--- config.mk ---
export PLATFORM = sky130hd
export DESIGN_NAME = ccsds_hdr_aligner
export DESIGN_NICKNAME = d
export VERILOG_FILES = /design/src/rtl/ccsds_align_pkg.sv /design/src/rtl/ccsds_out_reg.sv /design/src/rtl/ccsds_hdr_aligner.sv
export SDC_FILE = /design/constraint.sdc
export NUM_CORES = 1
export LEC_CHECK = 0
export CORE_ASPECT_RATIO = 0.9
export CORE_MARGIN = 10
export CORE_UTILIZATION = 50
export CTS_BUF_LIST = sky130_fd_sc_hd__clkbuf_4 sky130_fd_sc_hd__clkbuf_8 sky130_fd_sc_hd__clkbuf_16
export DETAILED_ROUTE_END_ITERATION = 10
export HOLD_SLACK_MARGIN = 0.1
export PLACE_DENSITY = 0.82
export SLEW_MARGIN = 15
export SYNTH_ARGS = -nofsm -noshare
export SYNTH_HDL_FRONTEND = slang
export SYNTH_HIERARCHICAL = 1
export SYNTH_SLANG_ARGS = --single-unit
--- constraint.sdc ---
create_clock -name clk -period 2.9 [get_ports clk]
set_input_delay 0.58 -clock clk [delete_from_list [all_inputs] [get_ports clk]]
set_output_delay 0.58 -clock clk [all_outputs]
set_load 0.05 [all_outputs]
--- src/rtl/ccsds_align_pkg.sv ---
// ccsds_align_pkg: shared FSM state type, header geometry helpers and default parameters
// for the CCSDS header aligner.
package ccsds_align_pkg;

    localparam int DEF_DATA_W  = 32;
    localparam int DEF_HDR_W   = 48;
    localparam int DEF_LEN_W   = 16;
    localparam int DEF_LEN_LSB = 0;

    typedef enum logic [1:0] {IDLE, HDR, PAYLOAD} state_t;

    function automatic int hdr_words(input int dw, input int hw);
        return (hw + dw - 1) / dw;
    endfunction

    function automatic int hdr_ofs(input int dw, input int hw);
        return hw % dw;
    endfunction

    function automatic int res_w(input int dw, input int hw);
        return (hdr_ofs(dw, hw) == 0) ? 0 : dw - hdr_ofs(dw, hw);
    endfunction

endpackage

--- src/rtl/ccsds_out_reg.sv ---
// ccsds_out_reg: single-entry valid/ready output register for payload data plus last flag;
// ready allows a load in the same cycle the held word is accepted.
module ccsds_out_reg #(
    parameter int DATA_W = 32
) (
    input  logic              clk,
    input  logic              reset,
    input  logic              load,
    input  logic [DATA_W-1:0] d,
    input  logic              last,
    output logic              ready,
    output logic [DATA_W-1:0] out_data,
    output logic              out_valid,
    output logic              out_last,
    input  logic              out_ready
);

    assign ready = !out_valid || out_ready;

    always_ff @(posedge clk or negedge reset) begin
        if (!reset) begin
            out_data  <= '0;
            out_valid <= 1'b0;
            out_last  <= 1'b0;
        end else if (load) begin
            out_data  <= d;
            out_last  <= last;
            out_valid <= 1'b1;
        end else if (out_ready) begin
            out_valid <= 1'b0;
        end
    end

endmodule

--- src/rtl/ccsds_hdr_aligner.sv ---
// ccsds_hdr_aligner: strips an HDR_W-bit primary header and re-aligns the payload to DATA_W words.
// Optional HDR_ALIGN_STATS_EN adds pkt_count/err_count outputs.
module ccsds_hdr_aligner
    import ccsds_align_pkg::*;
#(
    parameter int DATA_W  = DEF_DATA_W,
    parameter int HDR_W   = DEF_HDR_W,
    parameter int LEN_W   = DEF_LEN_W,
    parameter int LEN_LSB = DEF_LEN_LSB
) (
    input  logic              clk,
    input  logic              reset,
    input  logic [DATA_W-1:0] in_data,
    input  logic              in_valid,
    input  logic              in_sop,
    output logic              in_ready,
    output logic [DATA_W-1:0] out_data,
    output logic              out_valid,
    output logic              out_last,
    input  logic              out_ready,
    output logic [HDR_W-1:0]  hdr_data,
    output logic              hdr_valid,
    output logic              err_sop
`ifdef HDR_ALIGN_STATS_EN
    ,
    output logic [15:0]       pkt_count,
    output logic [15:0]       err_count
`endif
);

    localparam int HW = hdr_words(DATA_W, HDR_W);
    localparam int RW = res_w(DATA_W, HDR_W);
    localparam int HB = HW * DATA_W;

    state_t            state, state_d;
    logic [HB-1:0]     hbuf, hshift;
    logic [HDR_W-1:0]  hdr_next;
    logic [LEN_W-1:0]  len;
    logic [DATA_W-1:0] res, pay_data;
    logic [LEN_W:0]    rem;
    logic [2:0]        hcnt;
    logic              acc, sop_acc, hdr_done, pay_load, pay_last, oreg_ready;

    assign acc      = in_valid && in_ready;
    assign sop_acc  = acc && in_sop;
    assign in_ready = reset && (state != PAYLOAD || oreg_ready);
    assign hshift   = (hbuf << DATA_W) | HB'(in_data);
    assign hdr_next = hshift[HB-1 -: HDR_W];
    assign len      = hdr_next[LEN_LSB +: LEN_W];
    // The last header word supplies the leading RW bits of the first payload word.
    assign pay_data = DATA_W'({res, in_data} >> RW);

    always_comb begin
        state_d  = state;
        hdr_done = 1'b0;
        pay_load = 1'b0;
        pay_last = 1'b0;
        if (sop_acc) begin
            state_d  = (HW == 1) ? PAYLOAD : HDR;
            hdr_done = (HW == 1);
        end else if (acc && state == HDR && hcnt == 3'(HW - 1)) begin
            state_d  = PAYLOAD;
            hdr_done = 1'b1;
        end else if (acc && state == PAYLOAD) begin
            pay_load = 1'b1;
            pay_last = (rem == (LEN_W+1)'(1));
            state_d  = pay_last ? IDLE : PAYLOAD;
        end
    end

    always_ff @(posedge clk or negedge reset) begin
        if (!reset) begin
            state     <= IDLE;
            hbuf      <= '0;
            res       <= '0;
            hcnt      <= '0;
            rem       <= '0;
            hdr_data  <= '0;
            hdr_valid <= 1'b0;
            err_sop   <= 1'b0;
        end else begin
            state     <= state_d;
            hdr_valid <= hdr_done;
            err_sop   <= sop_acc && state != IDLE;
            if (acc) begin
                hbuf <= hshift;
                res  <= in_data;
            end
            if (sop_acc)
                hcnt <= 3'd1;
            else if (acc && state == HDR)
                hcnt <= hcnt + 3'd1;
            if (hdr_done) begin
                hdr_data <= hdr_next;
                rem      <= {1'b0, len} + (LEN_W+1)'(1);
            end else if (pay_load) begin
                rem <= rem - (LEN_W+1)'(1);
            end
        end
    end

    ccsds_out_reg #(.DATA_W(DATA_W)) u_oreg (
        .clk       (clk),
        .reset     (reset),
        .load      (pay_load),
        .d         (pay_data),
        .last      (pay_last),
        .ready     (oreg_ready),
        .out_data  (out_data),
        .out_valid (out_valid),
        .out_last  (out_last),
        .out_ready (out_ready)
    );

`ifdef HDR_ALIGN_STATS_EN
    always_ff @(posedge clk or negedge reset) begin
        if (!reset) begin
            pkt_count <= '0;
            err_count <= '0;
        end else begin
            if (out_valid && out_ready && out_last)
                pkt_count <= pkt_count + 16'd1;
            if (err_sop)
                err_count <= err_count + 16'd1;
        end
    end
`endif

endmodule

==> impl_metrics.tcl, run 1 <==
set metrics [dict create \
    status "complete, no violations" \
    wl_per_cell_um 19.7 \
    hp-class "reg2reg" \
    grt_use_total_pct 17.7 \
    rsz0062_at_grt "no" \
    arrival_ns 2.82 \
    finalWeightedCongestion 0.831 \
    drt-pass1-iter-count 4 \
    critPathKind "in2reg" \
    total_power_w 0.00925 \
    die_x_um 135 \
    path_clk_slew_ns 0.06 \
    setup_tns_ns 0 \
    tightestPinTransition_ns 0.973 \
    nets 596 \
    drive_gt1_share_pct 29.0 \
    syn_area_um2 5950 \
    path_cells "dlygate4sd3_1 > buf_6 > and4b_1 > nand3_2 > inv_2 > buf_4 > nor2_1 > a221o_1" \
    worstSetupStartpointType "input pin" \
    slowest_delay_ns 0.58 \
    drtAntennaViolNets 0 \
    die_area_um2 16700 \
    ios 122 \
    fin_area_um2 7960 \
    grt_pass1_wl_mm 23.0 \
    diodes 0 \
    hold_viol 0 \
    coreArea_um2 11500 \
    hpwl_mm 9.98 \
    antenna_found_initial 0 \
    setup_viol 0 \
    drc 0 \
    syn_avg_cell_area_um2 14.3 \
    synthTopCellsByArea "dfrtp_1 58%, mux2_2 16%, mux2_4 7.3%" \
    crit_family "buffers and inverters" \
    seq_area_frac_synth_pct 58.0 \
    critPathSlowestCell "dlygate4sd3_1" \
    multi_input_area_um2 2340 \
    grt_max_degree 79 \
    place_area_um2 7370 \
    cts_sinks 138 \
    tritoncts "yes" \
    post-route-util_pct 69.0 \
    numCtsBuffers 17 \
    ys.flop_type "dfrtp_1" \
    routed_wl_mm 14.2 \
    crit_path_end_kind "flop" \
    cts_resized 0 \
    worstPathRequired_ns 3.20 \
    fin_crit_sh_pct 87.0 \
    grt_overflow 0 \
    yosysWarnings 6 \
    critical_path_buf_inv_count 4 \
    max_freq_mhz 396 \
    vias_per_cell 5.33 \
    yosys.area.top_type "dfrtp_1" \
    leakage_nw 3.40 \
    cts_root_buf "clkbuf_16" \
    netlist_top_cells_count "138 x dfrtp_1, 82 x mux2_2, 29 x mux2_4, 22 x xnor2_1, 19 x nand2_1" \
    syn_inst 416 \
    clk_latency_ns 0.41 \
    synthArstFlopShare_pct 100 \
    io_buffers 121 \
    synth-edff-count 0 \
    final-seq-area_um2 3450 \
    yosys.cell_types.count 47 \
    syn-num-nets 458 \
    drv_slew 0 \
    maxCapViolCount 0 \
    ys_ff_latch 138 \
    powerDensity_nw_per_um2 1160 \
    maxSlewHeadroom_pct 35.2 \
    drtIter0Drc 288 \
    cts_max_level 4 \
    clockBufferDepth 2 \
    die_h_um 123 \
    nFillCells 803 \
    vias 3845 \
    period_needed_ns 2.52 \
    fin_skew_ns 0.00992 \
    cp_max_fo 33 \
    vdd_drop_max_uv 731 \
    start_util_pct 51.6 \
    yosysTopAreaCellShare_pct 58.0 \
    area_delta_synth_final_pct 33.7 \
    holdWs_ns 0.502 \
    placementRows 37 \
    yosysMostFrequentCell "dfrtp_1" \
    grt_pass1_vias 4212 \
]
## metrics by stage
| stage | std cells | setup slack [ns] |
|---|---|---|
| global placement | 690 | 0.375 |
| floorplan | 416 | 0.857 |
| CTS | 722 | 0.378 |
| finish | 722 | 0.376 |
| detailed placement | 690 | 0.303 |
| global route | 722 | 0.237 |
## placed cells by master, fill, tap and decap left out, types with 4 or more instances in the layout
master,netlist,final
buf_4,3,12
clkbuf_16,0,17
clkdlybuf4s50_1,0,119
clkinv_2,0,4
dfrtp_1,138,138
ha_1,5,5
inv_1,6,6
mux2_2,82,82
mux2_4,29,29
mux2i_1,6,6
nand2_1,19,19
nand4_1,5,5
nor2_1,15,15
nor3_1,6,6
nor4_1,4,4
o21ai_0,9,9
o21ai_1,4,4
xnor2_1,22,22
xor2_1,6,6
## kinds of logic (layout without fill, tap and decap cells)
group / after synthesis / in the layout / synth area share, %
DFF: 138 / 138 / 58.0
muxes: 120 / 120 / 24.4
and+or+nand+nor: 78 / 78 / 7.21
xor gates and xnor gates: 28 / 28 / 4.12
buffers and inverters: 24 / 174 / 2.80
AOI/OAI and AO/OA: 23 / 23 / 2.38
adders and majority gates: 5 / 5 / 1.05
## metal layers
layer | share of wire [%] | track usage [%]
met1 | 42 | 22.0
met4 | 0.74 | 4.91
met2 | 46 | 26.8
met3 | 11 | 8.80
met5 | 0 | 0
## final cells by class
cell class	instances	share of cell area [%]
multi-input cells	254	29.4
flip-flops and latches	138	43.4
inverters	7	0.330
clock buffers	20	5.79
repair buffers	136	17.1
well taps	156	2.45
clock inverters	11	1.53
## where the power goes
part	internal (W)	total (W)	switching (W)
Sequential	0.00262	0.00309	0.000467
Clock	0.00131	0.00212	0.000806
Combinational	0.00157	0.00404	0.00247
Total	0.00551	0.00925	0.00374
## path summary, 6_finish.rpt
path / startpoint / to / slack [ns] / cells after the start
max: reset / rem[1] / 0.38 / 8
min reg2reg: hbuf[26] / hbuf[26] / 0.50 / 1
min in group asynchronous: reset / u_oreg/out_data[22] / 0.66 / 2
min: hbuf[26] / hbuf[26] / 0.50 / 1
max in group asynchronous: reset / hbuf[4] / 0.97 / 3
max reg2reg: rem[5] / rem[12] / 0.87 / 5
## what timing repair did
| item | 4_1_cts | 5_1_grt |
|---|---|---|
| hold endpoints to repair | 27 | 0 |
| endpoints found under the setup margin | 0 | 0 |
| hold buffers | 1 | 0 |
| buffers inserted | 0 | 0 |
## worst register-to-register path, delay by kind of cell (launching register included)
kind / cells / cell delay, ns
AND/OR/NAND/NOR: 3 / 1.13
multiplexers: 1 / 0.37
AO/OA/AOI/OAI: 1 / 0.07
flip-flops: 1 / 0.41
## sequential cells by signal, summed over array words and instances, names as in the netlist
register          count
state                 2
hdr_data             48
hbuf                 32
hdr_valid             1
hcnt                  3
u_oreg/out_last       1
err_sop               1
u_oreg/out_valid      1
u_oreg/out_data      32
rem                  17
No activity file was read; power rests on OpenSTA's default activity.
==> run 2: changes to the inputs <==
Settings changed: CTS_CLUSTER_SIZE set to 24.
==> results of run 2 <==
No change in the layout: final DEF, timing and power equal those of run 1.
==> run 3: changes to the inputs <==
Settings changed: SLEW_MARGIN 15 to 20.
==> results of run 3 <==
No change in the layout: final DEF, timing and power equal those of run 1.
